### src/rtl/arb_pkg.sv
// Shared types and helpers for the lockable round-robin / fixed-priority arbiter.
// Request vectors up to MaxReqW bits are supported by the helper functions.
package arb_pkg;

  typedef enum logic [0:0] {
    IDLE = 1'b0,
    BUSY = 1'b1
  } arb_state_e;

  localparam int unsigned MaxReqW = 64;

  // A zero hold limit still needs a 1-bit counter so the datapath stays well-formed.
  function automatic int unsigned hold_cnt_width(input int unsigned max_hold);
    return (max_hold == 32'd0) ? 32'd1 : 32'($clog2(max_hold + 32'd1));
  endfunction

  // Lowest set bit of v; zero in gives zero out.
  function automatic logic [MaxReqW-1:0] ff(input logic [MaxReqW-1:0] v);
    logic [MaxReqW-1:0] one;
    one    = '0;
    one[0] = 1'b1;
    return v & ~(v - one);
  endfunction

  function automatic int unsigned onehot_to_idx(input logic [MaxReqW-1:0] v);
    int unsigned idx;
    idx = 0;
    for (int unsigned i = 0; i < MaxReqW; i++) begin
      if (v[i]) idx |= i;
    end
    return idx;
  endfunction

endpackage

### src/rtl/prio_pick.sv
// Priority picker: lowest set bit of the masked request vector when that is nonzero,
// otherwise lowest set bit of the full request vector.
module prio_pick
  import arb_pkg::*;
#(
  parameter int unsigned REQ_WIDTH = 16,
  localparam int unsigned IdxW     = $clog2(REQ_WIDTH)
) (
  input  logic [REQ_WIDTH-1:0] req,
  input  logic [REQ_WIDTH-1:0] mask,
  input  logic                 use_mask,
  output logic [REQ_WIDTH-1:0] pick,
  output logic [IdxW-1:0]      pick_idx
);

  logic [MaxReqW-1:0] req_ext;
  logic [MaxReqW-1:0] masked_ext;
  logic [MaxReqW-1:0] pick_ext;

  always_comb begin
    req_ext                   = '0;
    req_ext[REQ_WIDTH-1:0]    = req;
    masked_ext                = '0;
    masked_ext[REQ_WIDTH-1:0] = req & mask;

    if (use_mask && (|masked_ext)) begin
      pick_ext = ff(masked_ext);
    end else begin
      pick_ext = ff(req_ext);
    end

    pick     = pick_ext[REQ_WIDTH-1:0];
    pick_idx = IdxW'(onehot_to_idx(pick_ext));
  end

endmodule

### src/rtl/rr_arbiter_lock.sv
// Registered arbiter that locks a grant until ack, withdrawal or hold-limit expiry, and
// re-arbitrates in the release cycle so consecutive owners see no idle bubble.
module rr_arbiter_lock
  import arb_pkg::*;
#(
  parameter int unsigned REQ_WIDTH   = 16,
  parameter int unsigned ROUND_ROBIN = 1,
  parameter int unsigned MAX_HOLD    = 0,
  localparam int unsigned IdxW       = $clog2(REQ_WIDTH)
) (
  input  logic                 clk,
  input  logic                 rst,
  input  logic [REQ_WIDTH-1:0] req,
  input  logic                 ack,
  output logic [REQ_WIDTH-1:0] grant,
  output logic                 grant_valid,
  output logic [IdxW-1:0]      grant_idx
);

  localparam int unsigned HoldW          = hold_cnt_width(MAX_HOLD);
  localparam logic [HoldW-1:0] HoldLimit = HoldW'(MAX_HOLD - 32'd1);
  localparam logic [IdxW-1:0] LastRst    = IdxW'(REQ_WIDTH - 32'd1);

  arb_state_e           state_q, state_d;
  logic [REQ_WIDTH-1:0] grant_q, grant_d;
  logic [IdxW-1:0]      grant_idx_q, grant_idx_d;
  logic [IdxW-1:0]      last_q, last_d;
  logic [HoldW-1:0]     hold_cnt_q, hold_cnt_d;

  logic [REQ_WIDTH-1:0] req_eff;
  logic [REQ_WIDTH-1:0] mask;
  logic [REQ_WIDTH-1:0] pick;
  logic [IdxW-1:0]      pick_idx;
  logic                 owner_req;
  logic                 hold_hit;
  logic                 release_ev;

  // The owner is never a candidate on release; in IDLE grant_q is zero so req passes through.
  always_comb begin
    req_eff = req & ~grant_q;
    mask    = '0;
    for (int unsigned i = 0; i < REQ_WIDTH; i++) begin
      mask[i] = (i > 32'(last_q));
    end
  end

  prio_pick #(
    .REQ_WIDTH(REQ_WIDTH)
  ) u_prio_pick (
    .req     (req_eff),
    .mask    (mask),
    .use_mask(ROUND_ROBIN != 0),
    .pick    (pick),
    .pick_idx(pick_idx)
  );

  always_comb begin
    state_d     = state_q;
    grant_d     = grant_q;
    grant_idx_d = grant_idx_q;
    last_d      = last_q;
    hold_cnt_d  = hold_cnt_q;

    owner_req  = |(req & grant_q);
    hold_hit   = (MAX_HOLD != 0) && (hold_cnt_q == HoldLimit);
    release_ev = ack || !owner_req || hold_hit;

    case (state_q)
      IDLE: begin
        if (|req) begin
          grant_d     = pick;
          grant_idx_d = pick_idx;
          last_d      = pick_idx;
          hold_cnt_d  = '0;
          state_d     = BUSY;
        end
      end
      BUSY: begin
        if (release_ev) begin
          if (|pick) begin
            grant_d     = pick;
            grant_idx_d = pick_idx;
            last_d      = pick_idx;
            hold_cnt_d  = '0;
          end else if (hold_hit && owner_req) begin
            // Nobody else is waiting, so an expired owner keeps the grant.
            hold_cnt_d = '0;
          end else begin
            grant_d     = '0;
            grant_idx_d = '0;
            hold_cnt_d  = '0;
            state_d     = IDLE;
          end
        end else if (hold_cnt_q != '1) begin
          hold_cnt_d = hold_cnt_q + HoldW'(1);
        end
      end
      default: begin
        grant_d     = '0;
        grant_idx_d = '0;
        hold_cnt_d  = '0;
        state_d     = IDLE;
      end
    endcase
  end

  always_ff @(posedge clk) begin
    if (rst) begin
      state_q     <= IDLE;
      grant_q     <= '0;
      grant_idx_q <= '0;
      last_q      <= LastRst;
      hold_cnt_q  <= '0;
    end else begin
      state_q     <= state_d;
      grant_q     <= grant_d;
      grant_idx_q <= grant_idx_d;
      last_q      <= last_d;
      hold_cnt_q  <= hold_cnt_d;
    end
  end

  assign grant       = grant_q;
  assign grant_valid = |grant_q;
  assign grant_idx   = grant_idx_q;

endmodule

### config.mk
export PLATFORM = sky130hd
export DESIGN_NAME = rr_arbiter_lock
export DESIGN_NICKNAME = d
export VERILOG_FILES = /design/src/rtl/arb_pkg.sv /design/src/rtl/prio_pick.sv /design/src/rtl/rr_arbiter_lock.sv
export SDC_FILE = /design/constraint.sdc
export NUM_CORES = 1
export LEC_CHECK = 0
export CORE_MARGIN = 2
export CORE_UTILIZATION = 45
export CTS_BUF_LIST = sky130_fd_sc_hd__clkbuf_8
export CTS_CLUSTER_SIZE = 14
export DETAILED_ROUTE_END_ITERATION = 8
export GPL_TIMING_DRIVEN = 0
export PLACE_DENSITY = 0.79
export SETUP_SLACK_MARGIN = 0.15
export SYNTH_ARGS = -nofsm -noshare
export SYNTH_HDL_FRONTEND = slang
export SYNTH_SLANG_ARGS = --single-unit
### constraint.sdc
create_clock -name clk -period 7.1 [get_ports clk]
set_input_delay 1.775 -clock clk [delete_from_list [all_inputs] [get_ports clk]]
set_output_delay 1.775 -clock clk [all_outputs]
set_load 0.01 [all_outputs]
**Word-level counts from Yosys, hierarchy flattened**

Cells that the tools add are included.

- Add/subtract/negate cells: 2
- Order comparisons: 15
- Equal/unequal tests: 4
- Muxes and demuxes: 100
- Bitwise logic cells: 9
- Reductions and logical operators: 10

Operators with widths:

| cell | count |
|---|---|
| 4-bit two-way mux | 47 |
| 16-bit two-way mux | 10 |
| 16-bit by 64-bit bitwise AND with 64-bit output | 2 |
| 64-bit NOT | 2 |
| 16-bit OR reduction | 5 |
| 64-bit two-way mux | 1 |
| 16-bit bitwise AND | 3 |
| 3-bit two-way mux | 16 |
| 16-bit by 1-bit subtractor with 17-bit output, second input constant | 2 |
| 4-bit greater-than comparator, first input constant | 8 |
| 16-bit case mux with 2 select lines | 1 |
| 3-bit by 4-bit greater-than comparator with 1-bit output, first input constant | 4 |
| 2-bit two-way mux | 8 |
| 16-bit NOT | 1 |
| 4-bit case mux with 2 select lines | 2 |
| 1-bit two-way mux | 14 |
| 2-bit by 4-bit greater-than comparator with 1-bit output, first input constant | 2 |
| 3-bit AND reduction | 2 |
| 1-bit by 4-bit greater-than comparator with 1-bit output, first input constant | 1 |
| 2-bit by 1-bit != test with 1-bit output, second input constant | 2 |
| 3-bit != test, second input constant | 1 |
| 2-bit != test, second input constant | 1 |
| 1-bit case mux with 2 select lines | 1 |
| 2-bit AND reduction | 1 |
| other kinds (3) | 3 |

- Register bits: 25
- Input port bits: 19
- Word-level logic and storage cells: 144

**Depth between registers and ports, before layout**

- Depth in word-level cells: 73
- Gate-level depth with buffers: 10
- Mapped depth without buffers: 8

**Modules after synthesis**

Synthesis repeated with hierarchy kept, for this count alone.

- Cell total of the unflattened synthesis: 252
- Area total of the unflattened synthesis: 2,040.7 um^2

Modules (own cells, without submodules):

| module | times used | cells each | area each (um^2) |
|---|---|---|---|
| rr_arbiter_lock | 1 | 141 | 1,307.5 |
| prio_pick | 1 | 111 | 733.2 |

**Worst setup path after synthesis**

Ideal clock, no wire load.

- Kind: input-to-reg
- Start point: in req[10]
- End point: reg grant_q[0], in the netlist grant[0]
- Arrival: 3,700 ps
- Slack: 3,315 ps
- Cell stages on the path: 10
- Buffers on the path: 2
- Path through: nor2b_1 > buf_6 > o221ai_4 > nand4_4 > o41a_1 > a2bb2oi_1 > and4_4 > a21o_1 > buf_6 > o31ai_2

- Longest elaborated chain between the ends: 13
- Elaborated cells on any way between the ends: 27
- Classes of those cells: add/sub (2); eq/ne (2); mux (9); bitwise (7); reduce/logical (7)

Ends and longest elaborated chain:

| element | RTL line | RTL |
|---|---|---|
| start, declared | rr_arbiter_lock.sv:13 | `input logic [REQ_WIDTH-1:0] req,` |
| 16-bit bitwise AND | rr_arbiter_lock.sv:40 | `req_eff = req & ~grant_q;` |
| 16-bit bitwise AND | prio_pick.sv:24 | `masked_ext[REQ_WIDTH-1:0] = req & mask;` |
| 16-bit by 1-bit subtractor with 17-bit output | arb_pkg.sv:22 | `return v & ~(v - one);` |
| 64-bit NOT | arb_pkg.sv:22 |  |
| 16-bit by 64-bit bitwise AND with 64-bit output | arb_pkg.sv:22 |  |
| 64-bit two-way mux | prio_pick.sv:26 | `if (use_mask && (\|masked_ext)) begin` |
| 16-bit OR reduction | rr_arbiter_lock.sv:80 | `if (\|pick) begin` |
| 16-bit two-way mux | rr_arbiter_lock.sv:80 |  |
| 16-bit two-way mux | rr_arbiter_lock.sv:79 | `if (release_ev) begin` |
| 16-bit two-way mux | rr_arbiter_lock.sv:68 | `case (state_q)` |
| 16-bit two-way mux | rr_arbiter_lock.sv:79 |  |
| 16-bit two-way mux | rr_arbiter_lock.sv:68 |  |
| 16-bit case mux with 2 select lines | rr_arbiter_lock.sv:68 |  |
| end signal, assigned | rr_arbiter_lock.sv:116 | `grant_q <= grant_d;` |
| end, declared | rr_arbiter_lock.sv:25 | `logic [REQ_WIDTH-1:0] grant_q, grant_d;` |

Several ways; a longest one is shown, not always the timed one. The select of a mux whose other input is x is not followed.
A chain may end at the register's enable or synchronous reset.

**Worst setup path after layout**

- Start point: in req[5]
- End point: reg grant_q[0], in the netlist grant[0]

Same word-level chain as after synthesis.

==> flow_summary_export.csv <==
group,metric,value,unit
finish,syn2layout_area_growth,23.7,%
sta,period_share,62.9,%
yosys,ys.warnings.count,0,
routing,vias_per_cell,6.62,
sta,drv_slew,0,
yosys,synth_top_area_share,23.5,%
yosys,synth_cell_types,61,
floorplan,die-area,5290,um^2
status,status,"complete, no violations",
routing,drtIter0Drc,242,
sta,finClkSkew,0.00200,ns
power,p_seq_share,22.9,%
placed_design,placed_area,2580,um^2
critical_path,start_kind,"input port",
finish,diodes,0,
yosys,async_flop_share,0,%
clocking,cts_setup_buffers,0,
placed_design,dp_hpwl,5.63,mm
clocking,post_cts_resize_count,0,
yosys,synth_ff_type,"dfxtp_1",
yosys,synth_edf_count,0,
yosys,avgSynthCellArea,7.96,um^2
clocking,clkSlewWorstSetupHoldPaths,0.08,ns
critical_path,arrival,4.66,ns
global_routing,grt.total_usage,27.7,%
routing,wl,7.11,mm
sta,fmax,224,MHz
clocking,clk_latency,0.27,ns
routing,vias,2411,
routing,first_pass_iters,5,
global_routing,grt_max_degree,14,
sta,worst-slew-pin-transition,0.630,ns
yosys,yosysSeqAreaShare,23.5,%
critical_path,worstSetupPathType,"input port to flop",
routing,drc,0,
yosys,ys_top_cells_by_area,"dfxtp_1 (24%), nand2_1 (7.2%), nor2b_1 (4.7%)",
sta,fin_crit,4.47,ns
finish,layout-drive-gt1-share,11.6,%
yosys,synthTopCellsByCount,"nand2_1 (41), dfxtp_1 (25), nor2_1 (20)",
yosys,yosysMostFrequentCell,"nand2_1",
power,switching_share,48.8,%
global_routing,grt-ovfl-total,0,
critical_path,required,7.29,ns
critical_path,ff2ff_path_depth,9,
worst_hold_path,hold_class,"flop to flop",
placed_design,gp_congestion,0.948,
finish,fill_cells,453,
power,combPwrFrac,68.2,%
placed_design,dp.cells,360,
clocking,cts_root_buf,"clkbuf_8",
global_routing,grt_pass1_vias,2234,
floorplan,die_y,72.7,um
power,internal_power,0.000476,W
floorplan,ioPinCount,40,
yosys,synth_largest_area_cell,"dfxtp_1",
clocking,htree_levels,1,
floorplan,die_w,72.7,um
power,ir_worst_vdd,0.000287,V
clocking,cts.sinks,25,
power,leakage,0.946,nW
clocking,clock_path_buffers,2,
power,clockPowerShare,8.9,%
routing,post_drt_wl_per_cell,19.5,um
yosys,synth_fp_nets,286,
finish,fin_cells,364,
sta,slew_headroom,58.0,%
floorplan,initial_core_util,45.9,%
finish,post-route-cell-area,2630,um^2
clocking,cts_tree,"yes",
sta,rsz0062_at_grt,"no",
sta,tns,0,ns
job,maxCapViolCount,0,
yosys,synth_cells,267,
critical_path,crit_fanout,10,
routing,ant_nets,0,
global_routing,antenna_found_initial,0,
sta,hold_viol_final,0,
worst_hold_path,whs_path_depth,2,
yosys,yosys_register_bits,25,
clocking,hold_buffers,0,
floorplan,core,4630,um^2
power,power_density,354,nW/um^2
global_routing,grt_pass1_wl,11.3,mm
finish,nets,330,
floorplan,rows,25,
sta,finalSetupViolations,0,
placed_design,io_buffer_count,39,
critical_path,end_kind,"flop",
yosys,synth_area,2130,um^2
clocking,numCtsBuffers,3,
power,power_switching,0.000454,W
-- cell usage in the layout, fill, tap and decap left out, types with 4 or more instances in the layout --
| cell | netlist | final |
|---|---|---|
| nand3_1 | 8 | 8 |
| a22o_1 | 4 | 4 |
| nor2_1 | 20 | 20 |
| nand2b_1 | 7 | 7 |
| o31ai_2 | 8 | 8 |
| o211ai_1 | 4 | 4 |
| nor4_1 | 13 | 13 |
| o21ai_0 | 10 | 10 |
| a21oi_1 | 10 | 10 |
| nand2_1 | 41 | 41 |
| nor2b_1 | 16 | 16 |
| nand4_1 | 4 | 4 |
| clkdlybuf4s50_1 | 0 | 39 |
| nor3_1 | 12 | 12 |
| or3_1 | 4 | 4 |
| mux2i_1 | 4 | 4 |
| inv_1 | 3 | 4 |
| buf_6 | 4 | 4 |
| a221oi_1 | 5 | 5 |
| and3_1 | 5 | 5 |
| dfxtp_1 | 25 | 25 |
-- kinds of logic after synthesis --
group | share of synthesized area, %
simple gates | 38.5
mux | 1.88
flops | 23.5
compound gates | 31.8
buf+inv | 4.24
-- stage by stage --
step                hold slack [ns]  util [%]  setup slack [ns]  total power (W)
floorplan                     0.481         -              3.31         0.000647
global placement              0.446      55.8              2.47         0.000830
detailed placement            0.456      55.8              2.43         0.000836
CTS                           0.467      56.8              2.71         0.000920
global route                  0.493      56.8              2.52         0.000989
finish                        0.464      56.8              2.63         0.000929
-- worst paths after layout --
kind | start | endpoint | slack, ns
worst max-delay path | req[5] | grant[0] | 2.63
worst min-delay path | grant_idx[2] | grant_idx[2] | 0.46
worst max register to register | grant[9] | grant[0] | 4.21
worst min register to register | grant_idx[2] | grant_idx[2] | 0.46
-- final cells by class --
cell class                      count  area [um^2]  area share, %
Buffer                             10         75.1           2.86
Clock buffer                        3         41.3           1.57
Clock inverter                      1         3.75          0.143
Inverter                            4         15.0          0.571
Multi-Input combinational cell    228         1540           58.4
Sequential cell                    25          500           19.0
Tap cell                           54         67.6           2.57
Timing Repair Buffer               39          390           14.9
-- power groups by stage --
stage          Clock [W]  Combinational (W)  Sequential (W)
5_1_grt        0.0000908           0.000681        0.000217
3_3_place_gp           0           0.000616        0.000214
6_report       0.0000829           0.000634        0.000213
4_1_cts        0.0000838           0.000625        0.000211
2_1_floorplan          0           0.000434        0.000213
3_5_place_dp           0           0.000622        0.000214
-- registers in the layout, indices dropped and copies added (netlist names) --
| register | cells |
|---|---|
| state_q | 1 |
| grant_idx | 4 |
| grant | 16 |
| last_q | 4 |
-- worst max-delay path, cell delays in order --
cell	delay (ns)
clkdlybuf4s50_1	0.50
nor2b_1	0.23
a32oi_2	0.33
nand4_4	0.22
nor3_4	0.44
a31oi_1	0.27
and3_1	0.29
a21o_1	0.21
buf_6	0.17
o31ai_2	0.21
-- routing by layer --
metal	up-vias	share of wire, %	track usage, %
li1	1114	-	-
met1	1158	43	37.8
met2	121	47	44.6
met3	18	7.5	3.45
met4	0	2.7	10.7
met5	-	0	0
No activity file was read; power rests on OpenSTA's default activity.
